[src/rtl/vga_pkg.sv]
// Shared VGA timing constants, colour type and widths for the 640x480@60 raster.
package vga_pkg;

   // Standard 640x480@60 timing: horizontal in pixels, vertical in lines
   localparam int H_ACTIVE_STD = 640;
   localparam int H_FP_STD     = 16;
   localparam int H_SYNC_STD   = 96;
   localparam int H_BP_STD     = 48;
   localparam int V_ACTIVE_STD = 480;
   localparam int V_FP_STD     = 10;
   localparam int V_SYNC_STD   = 2;
   localparam int V_BP_STD     = 33;

   localparam int H_TOTAL = H_ACTIVE_STD + H_FP_STD + H_SYNC_STD + H_BP_STD;  // 800
   localparam int V_TOTAL = V_ACTIVE_STD + V_FP_STD + V_SYNC_STD + V_BP_STD;  // 525

   // Widths shared with the picture generator
   localparam int CNT_W   = 10;
   localparam int PIX_X_W = 10;
   localparam int PIX_Y_W = 9;
   localparam int RGB_W   = 12;

   typedef logic [RGB_W-1:0] rgb_t;

   // Map an internal "sync active" flag onto the pin level
   function automatic logic sync_level(input logic raw, input logic pol);
      return raw ? pol : ~pol;
   endfunction

endpackage

[src/rtl/vga_timing_ctrl_pix_tick_gen.sv]
// Pixel-rate divider: one-clk tick every CLK_DIV system clocks.
module pix_tick_gen
#(
   parameter int CLK_DIV = 4
)
(
   input  logic clk,
   input  logic rst,
   output logic tick
);

   // A 1-bit counter is kept even for CLK_DIV = 1; it simply stays at 0
   localparam int DW = (CLK_DIV > 1) ? $clog2(CLK_DIV) : 1;
   localparam logic [DW-1:0] LAST = DW'(CLK_DIV - 1);

   logic [DW-1:0] div_cnt;

   // Count 0..CLK_DIV-1 and wrap; reset discards any partial pixel period
   always_ff @(posedge clk) begin
      if (rst)
         div_cnt <= '0;
      else if (div_cnt == LAST)
         div_cnt <= '0;
      else
         div_cnt <= div_cnt + 1'b1;
   end

   assign tick = (div_cnt == LAST);

endmodule

[src/rtl/vga_timing_ctrl.sv]
// VGA raster timing generator: drives the coordinate bus to the picture
// generator and registers its colour together with hsync/vsync.
module vga_timing_ctrl
   import vga_pkg::*;
#(
   parameter int   CLK_DIV  = 4,
   parameter int   H_ACTIVE = H_ACTIVE_STD,
   parameter int   H_FP     = H_FP_STD,
   parameter int   H_SYNC   = H_SYNC_STD,
   parameter int   H_BP     = H_BP_STD,
   parameter int   V_ACTIVE = V_ACTIVE_STD,
   parameter int   V_FP     = V_FP_STD,
   parameter int   V_SYNC   = V_SYNC_STD,
   parameter int   V_BP     = V_BP_STD,
   parameter logic SYNC_POL = 1'b0
)
(
   input  logic               clk,
   input  logic               rst,
   input  logic [RGB_W-1:0]   rgb_in,
   output logic [PIX_X_W-1:0] pix_x,
   output logic [PIX_Y_W-1:0] pix_y,
   output logic               pix_req,
   output logic               pix_tick,
   output logic               hsync,
   output logic               vsync,
   output logic [RGB_W-1:0]   rgb_out,
   output logic               frame_start
);

   localparam int H_TOT = H_ACTIVE + H_FP + H_SYNC + H_BP;
   localparam int V_TOT = V_ACTIVE + V_FP + V_SYNC + V_BP;

   localparam logic [CNT_W-1:0] H_LAST  = CNT_W'(H_TOT - 1);
   localparam logic [CNT_W-1:0] V_LAST  = CNT_W'(V_TOT - 1);
   localparam logic [CNT_W-1:0] H_ACT   = CNT_W'(H_ACTIVE);
   localparam logic [CNT_W-1:0] V_ACT   = CNT_W'(V_ACTIVE);
   localparam logic [CNT_W-1:0] HS_BEG  = CNT_W'(H_ACTIVE + H_FP);
   localparam logic [CNT_W-1:0] HS_END  = CNT_W'(H_ACTIVE + H_FP + H_SYNC);
   localparam logic [CNT_W-1:0] VS_BEG  = CNT_W'(V_ACTIVE + V_FP);
   localparam logic [CNT_W-1:0] VS_END  = CNT_W'(V_ACTIVE + V_FP + V_SYNC);

   logic [CNT_W-1:0] h_cnt;
   logic [CNT_W-1:0] v_cnt;
   logic             h_last;
   logic             v_last;
   logic             hsync_raw;
   logic             vsync_raw;

   pix_tick_gen #(
      .CLK_DIV (CLK_DIV)
   ) u_tick (
      .clk  (clk),
      .rst  (rst),
      .tick (pix_tick)
   );

   assign h_last = (h_cnt == H_LAST);
   assign v_last = (v_cnt == V_LAST);

   // Raster position: h advances per pixel, v advances on each line wrap
   always_ff @(posedge clk) begin
      if (rst) begin
         h_cnt <= '0;
         v_cnt <= '0;
      end else if (pix_tick) begin
         if (h_last) begin
            h_cnt <= '0;
            v_cnt <= v_last ? '0 : v_cnt + 1'b1;
         end else begin
            h_cnt <= h_cnt + 1'b1;
         end
      end
   end

   // Region decode; sync windows sit after the front porch
   assign hsync_raw = (h_cnt >= HS_BEG) && (h_cnt < HS_END);
   assign vsync_raw = (v_cnt >= VS_BEG) && (v_cnt < VS_END);

   // Coordinate bus is zeroed outside the active area so the generator
   // never sees blanking positions
   assign pix_req = (h_cnt < H_ACT) && (v_cnt < V_ACT);
   assign pix_x   = pix_req ? h_cnt : '0;
   assign pix_y   = pix_req ? v_cnt[PIX_Y_W-1:0] : '0;

   // Frame wrap pulse; the start of the very first frame has no predecessor
   assign frame_start = pix_tick && h_last && v_last;

   // Output stage: colour and syncs share one pixel of latency so they
   // leave the chip mutually aligned
   always_ff @(posedge clk) begin
      if (rst) begin
         rgb_out <= '0;
         hsync   <= ~SYNC_POL;
         vsync   <= ~SYNC_POL;
      end else if (pix_tick) begin
         rgb_out <= pix_req ? rgb_in : '0;
         hsync   <= sync_level(hsync_raw, SYNC_POL);
         vsync   <= sync_level(vsync_raw, SYNC_POL);
      end
   end

endmodule

[config.mk]
export PLATFORM = sky130hd
export DESIGN_NAME = vga_timing_ctrl
export DESIGN_NICKNAME = d
export VERILOG_FILES = /design/src/rtl/vga_pkg.sv /design/src/rtl/vga_timing_ctrl_pix_tick_gen.sv /design/src/rtl/vga_timing_ctrl.sv
export SDC_FILE = /design/constraint.sdc
export NUM_CORES = 1
export LEC_CHECK = 0
export CELL_PAD_IN_SITES_DETAIL_PLACEMENT = 1
export CELL_PAD_IN_SITES_GLOBAL_PLACEMENT = 1
export CORE_AREA = 4 4 85 79
export CTS_CLUSTER_SIZE = 28
export DETAILED_ROUTE_END_ITERATION = 10
export DIE_AREA = 0 0 89 83
export HOLD_SLACK_MARGIN = 0.08
export PLACE_DENSITY = 0.79
export SYNTH_ARGS = -nofsm -noshare
export SYNTH_HDL_FRONTEND = slang
export SYNTH_SLANG_ARGS = --single-unit
[constraint.sdc]
create_clock -name clk -period 1.7 [get_ports clk]
set_input_delay 0.34 -clock clk [delete_from_list [all_inputs] [get_ports clk]]
set_output_delay 0.34 -clock clk [all_outputs]
set_load 0.005 [all_outputs]
# Yosys cells after proc, flatten, opt, wreduce, memory -nomap -nowiden

Cells that the tools add are included.

Add/sub/neg operators: 3
Order comparisons: 6
Equal/unequal tests: 3
Muxes and demuxes: 7
Reduce and logical (&&, ||, !) cells: 7

Operator list:

| kind                    | count |
|---|---|
| $mux W10                | 3 |
| $add A10 B1 Y10 const B | 2 |
| $eq A10 B10 Y1 const B  | 2 |
| $lt A10 B10 Y1 const B  | 2 |
| $lt A10 B9 Y1 const B   | 2 |
| $mux W12                | 1 |
| $ge A10 B10 Y1 const B  | 1 |
| $ge A10 B9 Y1 const B   | 1 |
| $mux W9                 | 1 |
| $logic_and A1 B1 Y1     | 5 |
| $add A2 B1 Y2 const B   | 1 |
| $eq A2 B2 Y1 const B    | 1 |
| $mux W1                 | 2 |
| $reduce_and A2 Y1       | 1 |
| $reduce_or A2 Y1        | 1 |

Flip-flop bits (word level): 36
Logic and storage cells: 32

# Logic depth before layout (Yosys ltp)

Gate-level depths: netlist (run 1).

Depth after elaboration: 3
Gate-level depth with buffers: 7
Depth with buffers taken out: 6

# By module

A second synthesis (run 1) with hierarchy kept.

Cells, all modules: 210
Area, all modules: 1848.0 µm²

By module, submodules not included:

| module          | times used | cells an instance | area an instance (µm²) |
|---|---|---|---|
| vga_timing_ctrl | 1          | 205               | 1773.0 |
| pix_tick_gen    | 1          | 5                 | 75.1 |

# Worst setup path after synthesis (run 1)

No wires, ideal clock.

Path type: register -> register
Start: register h_cnt[0]
End: register v_cnt[9]
Data arrival time: 1.801 ns
Data required time: 1.630 ns
Path slack: -0.171 ns
Cell stages (with the launch flop): 6
Buffers on the path: 0
Cells stage by stage: dfxtp_1 -> ha_1 -> nand3_1 -> or4_4 -> or4_1 -> a21oi_1

Word-level cells in the longest chain between the ends: 2

Ends and longest elaborated chain:

| what                               | line                  | source |
|---|---|---|
| start, declared                    | vga_timing_ctrl.sv:43 | `logic [CNT_W-1:0] h_cnt;` |
| start signal, assigned             | vga_timing_ctrl.sv:71 | `h_cnt <= h_cnt + 1'b1;` |
| $eq A10 B10 Y1                     | vga_timing_ctrl.sv:58 | `assign h_last = (h_cnt == H_LAST);` |
| $reduce_and A2 Y1 (no source line) | --                    |  |
| end signal, assigned               | vga_timing_ctrl.sv:69 | `v_cnt <= v_last ? '0 : v_cnt + 1'b1;` |
| end, declared                      | vga_timing_ctrl.sv:44 | `logic [CNT_W-1:0] v_cnt;` |

Every way passes these cells.
A chain may end at the register's enable or synchronous reset.

# Final worst setup path (run 1)

Start: register v_cnt[8]
End: output pix_x[3]

Word-level cells in the longest chain between the ends: 3

Ends and longest elaborated chain:

| what                | line                  | source |
|---|---|---|
| $lt A10 B9 Y1       | vga_timing_ctrl.sv:82 | `assign pix_req = (h_cnt < H_ACT) && (v_cnt < V_ACT);` |
| $logic_and A1 B1 Y1 | vga_timing_ctrl.sv:82 |  |
| $mux W10            | vga_timing_ctrl.sv:83 | `assign pix_x = pix_req ? h_cnt : '0;` |
| end, declared       | vga_timing_ctrl.sv:21 | `output logic [PIX_X_W-1:0] pix_x,` |

Every way passes these cells.

==> results_dict.tcl, run 1 <==
set metrics [dict create \
    ys_ff_latch 36 \
    row_count 27 \
    failed_checks "negative setup slack" \
    dieHeight_um 83 \
    finClkSkew_ps 8.833 \
    finalCritPeriodShare_pct 119.0 \
    synth_area_leader_cell "dfxtp_1" \
    maxSlewViolCount 0 \
    slowest_stage "dfxtp_2" \
    synth_top_area_share_pct 40.48 \
    cp_top_family "simple AND/OR/NAND/NOR gates" \
    die_w_um 89 \
    firstDrtPassIters 4 \
    antenna_found_initial 0 \
    placed_cells 366 \
    relSlewSlack_pct 73.91 \
    worst_pin_slew_ps 385.9 \
    crit_type "reg2out" \
    synth_area_leaders "dfxtp_1, a21oi_1, nand2b_1" \
    worstHoldStart "rgb_out[0]" \
    power_uw 1854 \
    synthToLayoutAreaGrowth_pct 88.33 \
    synth.distinct_cells 36 \
    dr_total_vias 2094 \
    placed_cell_area_um2 2693 \
    cts_buffers 5 \
    tritoncts "built" \
    crit_top_cell "buf_6" \
    ys_seq_area_share_pct 40.48 \
    drtIter0Drc 74 \
    final.fill_count 664 \
    nets 343 \
    min_to "rgb_out[0]" \
    n_antenna_cell 0 \
    root_buffer "clkbuf_8" \
    vias_per_cell 5.288 \
    yosysWarnings 0 \
    syn-instance-count 213 \
    reg2regPathDepth 7 \
    die_area_um2 7387 \
    ant_nets 0 \
    cts.sinks 36 \
    synth_area_per_cell_um2 8.359 \
    routedWlPerCell_um 20.20 \
    worstPathRequired_ps 1360 \
    first_global_vias 2285 \
    min_period_ps 2023 \
    r2r_slack_ps -290 \
    clk_latency_ps 310 \
    cp.arrival_ps 1680 \
    r2r_end "v_cnt[2]" \
    wl_mm 8.000 \
    multi_input_area_um2 1285 \
    grt_max_degree 19 \
    start_util_pct 30.12 \
    fmax_ghz 0.4944 \
    rsz0062_at_grt "yes" \
    drc 0 \
    cap_violations 0 \
    grt_first_pass_wirelength_mm 11.82 \
    hold_buffers 0 \
    slowest_delay_ps 330 \
    irDropWorstVdd_mv 0.3039 \
    cp_num_buf_inv 4 \
    mostFrequentLayoutCell "buf_4" \
    io_buffers 49 \
    postLayoutSetupSlackWorst_ps -322.8 \
    min_path_type "reg2reg" \
    hpwl_mm 4.194 \
    grt_use_total_pct 20.80 \
    cp-start-kind "flip-flop" \
    fin_area_um2 3353 \
    core-area_um2 5912 \
    synth_fp_nets 233 \
    critPathCaptureType "primary output" \
    final_cells 396 \
    cts_max_level 2 \
    post_route_cells_drive_above_1_share_pct 50.62 \
    ys.flop_type "dfxtp_1" \
    gp_congestion 0.8060 \
    clockBufferDepth 2 \
    timing.rr.start "u_tick.div_cnt[0]" \
    status "finished with violations" \
    power.density_nw_per_um2 552.8 \
    setup_viol 39 \
    clkTransAtPathRegs_ps 80 \
    async_flop_share_pct 0 \
    synth_edf_count 0 \
    cp_max_fo 3 \
    crit_chain "and4_4 -> nor3_4 -> buf_6 -> buf_6 -> buf_6 -> and2_4 -> buf_6" \
    layout_common_cells "buf_4, buf_6, clkdlybuf4s50_1" \
    hold_depth 2 \
    hold_viol 0 \
    p_leak_uw 0.001237 \
    syn-cell-area_um2 1780 \
    grt_remaining_overflow 0 \
    seqCellArea_um2 739.5 \
    ioPinCount 50 \
]
## cell families (layout without fill, tap and decap cells)
logic type / Yosys count / count (layout) / synth area share (%)
AOI/OAI and AO/OA: 34 / 34 / 10.96
DFF: 36 / 36 / 40.48
buffers and inverters: 20 / 131 / 4.498
xor gates and xnor gates: 10 / 10 / 4.919
and+or+nand+nor: 107 / 107 / 34.93
adders and majority gates: 6 / 6 / 4.216
## repair_timing
item                                    CTS  global route
endpoints found under the setup margin   39            51
buffers inserted                         22             5
gates cloned                              1             0
endpoints found under the hold margin     0             0
pin swaps                                37            13
resized for setup                       158            41
## cell type report
cell class                 count  share of cell area (%)
tap                           72                   2.687
clock inverter                 3                   1.269
inverter                       7                  0.7836
clock buffer                   5                   2.052
sequential                    36                   22.05
timing repair buffer         116                   32.84
multi-input combinational    157                   38.32
## where the power goes
part	switching [uW]	internal, uW
logic	78.7	122
registers	14.9	861
clock network	343	434
## synth_stat cells, drive strengths merged, types with 2 or more instances
| cell | number |
|---|---|
| o21ai | 6 |
| and2 | 13 |
| nand2b | 16 |
| ha | 6 |
| a21oi | 21 |
| clkbuf | 11 |
| and3 | 2 |
| or3 | 5 |
| xor2 | 4 |
| nand2 | 8 |
| buf | 2 |
| nand3 | 17 |
| inv | 7 |
| o31ai | 2 |
| xnor2 | 6 |
| or4 | 5 |
| nand4 | 8 |
| dfxtp | 36 |
| nor4 | 7 |
| nor2 | 12 |
| nor3 | 8 |
## sequential cells by signal (all words and copies together) (netlist names)
register and flops:
h_cnt 10, hsync 1, rgb_out 12, u_tick.div_cnt 2
v_cnt 10, vsync 1
## layer usage
layer  global-route usage (%)  up-vias  wire length [um]
li1                         -      970                 -
met5                        0        -                 0
met3                    4.067       21               340
met1                    23.13     1030              3071
met4                    8.254        0               248
met2                    37.72       73              4340
## metrics by stage
step / setup WS (ps) / TNS, ps / hold slack, ps / utilization, %
2_1_floorplan: -11.91 / -20.57 / 399.3 / -
3_3_place_gp: -310.4 / -4721 / 407.4 / 45.55
3_5_place_dp: -325.0 / -5741 / 429.6 / 45.55
4_1_cts: -263.4 / -5418 / 480.8 / 53.93
5_1_grt: -363.7 / -10200 / 498.9 / 56.72
6_report: -322.8 / -8114 / 477.6 / 56.72
## how the worst max path moves through the flow
stage,start,to,slack [ps],depth (start not counted)
floorplan,h_cnt[5],v_cnt[9],-10,4
global placement,h_cnt[5],frame_start,-310,4
detailed placement,h_cnt[5],frame_start,-330,4
CTS,h_cnt[0],frame_start,-260,5
global route,u_tick.div_cnt[0],frame_start,-360,5
finish,v_cnt[8],pix_x[3],-320,7
## tightest hold or removal path, cell delays in order, from the launching register on
cell and delay (ps):
dfxtp_1 320, nand2b_1 60, a21oi_1 60
Power figures use the tool's default switching activity.
==> run 2, diff against run 1 <==
--- a/config.mk
+++ b/config.mk
@@ -11,6 +11,7 @@
 export CTS_CLUSTER_SIZE = 28
 export DETAILED_ROUTE_END_ITERATION = 10
 export DIE_AREA = 0 0 89 83
+export GPL_TIMING_DRIVEN = 0
 export HOLD_SLACK_MARGIN = 0.08
 export PLACE_DENSITY = 0.79
 export SYNTH_ARGS = -nofsm -noshare
==> results_dict.tcl, run 2 (synthesized netlist as in run 1, its figures left out) <==
set metrics [dict create \
    largest_reg_flops 12 \
    ant_nets 0 \
    clk_latency_ps 300 \
    first_global_vias 2074 \
    root_buffer "clkbuf_8" \
    gp_congestion 0.7801 \
    failed_checks "negative setup slack" \
    final_util_pct 53.23 \
    drtIter0Drc 90 \
    io_buffers 49 \
    cts.sinks 36 \
    clkPwrFrac_pct 40.2 \
    grt_first_pass_wirelength_mm 10.81 \
    cp-start-kind "flip-flop" \
    start_util_pct 30.12 \
    final.fill_count 666 \
    postLayoutSetupSlackWorst_ps -440.9 \
    timing.rr.start "h_cnt[8]" \
    drc 0 \
    cap_violations 0 \
    rsz0062_at_grt "yes" \
    dr_total_vias 1995 \
    cts_buffers 5 \
    finClkSkew_ps 17.63 \
    die_area_um2 7387 \
    tritoncts "built" \
    switching_power_uw 416.2 \
    p_seq_share_pct 50.2 \
    seqCellArea_um2 768.2 \
    finalCritPeriodShare_pct 125.9 \
    power.density_nw_per_um2 546.9 \
    worstHoldStart "u_tick.div_cnt[0]" \
    vias_per_cell 5.278 \
    maxSlewViolCount 0 \
    firstDrtPassIters 6 \
    fin_area_um2 3147 \
    status "finished with violations" \
    cts_max_level 2 \
    clockBufferDepth 2 \
    layout_common_cells "clkdlybuf4s50_1, buf_4, buf_6" \
    p_leak_uw 0.001118 \
    n_antenna_cell 0 \
    hold_buffers 0 \
    core-area_um2 5912 \
    dieHeight_um 83 \
    cp.arrival_ps 1800 \
    min_period_ps 2141 \
    grt_use_total_pct 18.79 \
    fmax_ghz 0.4671 \
    die_w_um 89 \
    relSlewSlack_pct 68.07 \
    startpoint "v_cnt[0]" \
    placed_cell_area_um2 2414 \
    hpwl_mm 3.923 \
    p_int_uw 1305 \
    cp_max_fo 5 \
    synthToLayoutAreaGrowth_pct 76.74 \
    post_route_cells_drive_above_1_share_pct 45.10 \
    wl_mm 7.715 \
    ioPinCount 50 \
    multi_input_area_um2 1277 \
    worst_pin_slew_ps 478.9 \
    setup_viol 37 \
    crit_type "reg2out" \
    irDropWorstVdd_mv 0.2608 \
    worstPathRequired_ps 1360 \
    routedWlPerCell_um 20.41 \
    grt_max_degree 11 \
    sw_frac_of_total_pct 24.18 \
    nets 326 \
    grt_remaining_overflow 0 \
    reg_top3 "rgb_out (12), h_cnt (10), v_cnt (10)" \
    min_path_type "reg2reg" \
    row_count 27 \
    antenna_found_initial 0 \
    mostFrequentLayoutCell "clkdlybuf4s50_1" \
    critPathCaptureType "primary output" \
    hold_viol 0 \
    largest-register "rgb_out" \
    clkTransAtPathRegs_ps 70 \
    combPwrFrac_pct 9.7 \
]
[run 2: through the flow]
step / setup TNS (ps) / std cells / setup WS [ps] / power [uW] / hold slack [ps]
CTS: -5250 / 369 / -345.2 / 1723 / 438.7
floorplan: -20.57 / 213 / -11.91 / 955.5 / 399.3
global route: -9912 / 378 / -522.4 / 1786 / 445.6
detailed placement: -17660 / 334 / -756.8 / 1039 / 422.4
finish: -8225 / 378 / -440.9 / 1721 / 434.7
global placement: -16210 / 334 / -742.9 / 1036 / 408.0
[run 2: final timing paths]
kind	endpoint	slack [ps]	cells after the start
worst max-delay path	frame_start	-440	6
worst min-delay path	u_tick.div_cnt[0]	430	1
worst max register to register	v_cnt[2]	-400	8
worst min register to register	u_tick.div_cnt[0]	430	1
[run 2: critical path, cell delays in order, from the launching register on]
cell and delay, ps:
dfxtp_1 360, inv_2 130, ha_1 220, nor4bb_4 280, nand4_1 240, nor2_4 160, buf_2 120
[run 2: metal layers]
| metal | GRT usage [%] | up-vias | wire, um |
|---|---|---|---|
| li1 | - | 938 | - |
| met1 | 22.94 | 963 | 3157 |
| met2 | 33.00 | 71 | 3916 |
| met3 | 3.770 | 23 | 331 |
| met4 | 4.871 | 0 | 310 |
| met5 | 0 | - | 0 |
[run 2: power groups by stage]
stage / logic [uW] / registers (uW) / clock network (uW)
6_report: 167 / 863 / 691
5_1_grt: 181 / 867 / 738
4_1_cts: 160 / 867 / 696
3_5_place_dp: 144 / 895 / 0
3_3_place_gp: 142 / 894 / 0
2_1_floorplan: 61.5 / 894 / 0
[run 2: final cells by class]
cell class | count | area share, %
sequential | 36 | 24.41
timing repair buffer | 89 | 26.20
clock buffer | 7 | 3.062
multi-input combinational | 158 | 40.60
inverter | 7 | 0.8350
tap | 72 | 2.863
buffer | 9 | 2.028
[run 2: repair_timing]
| item | CTS | global route |
|---|---|---|
| pin swaps | 21 | 16 |
| hold endpoints to repair | 0 | 0 |
| setup endpoints to repair | 52 | 45 |
| resized for setup | 144 | 55 |
| cloned | 2 | 0 |
| setup buffers | 29 | 13 |
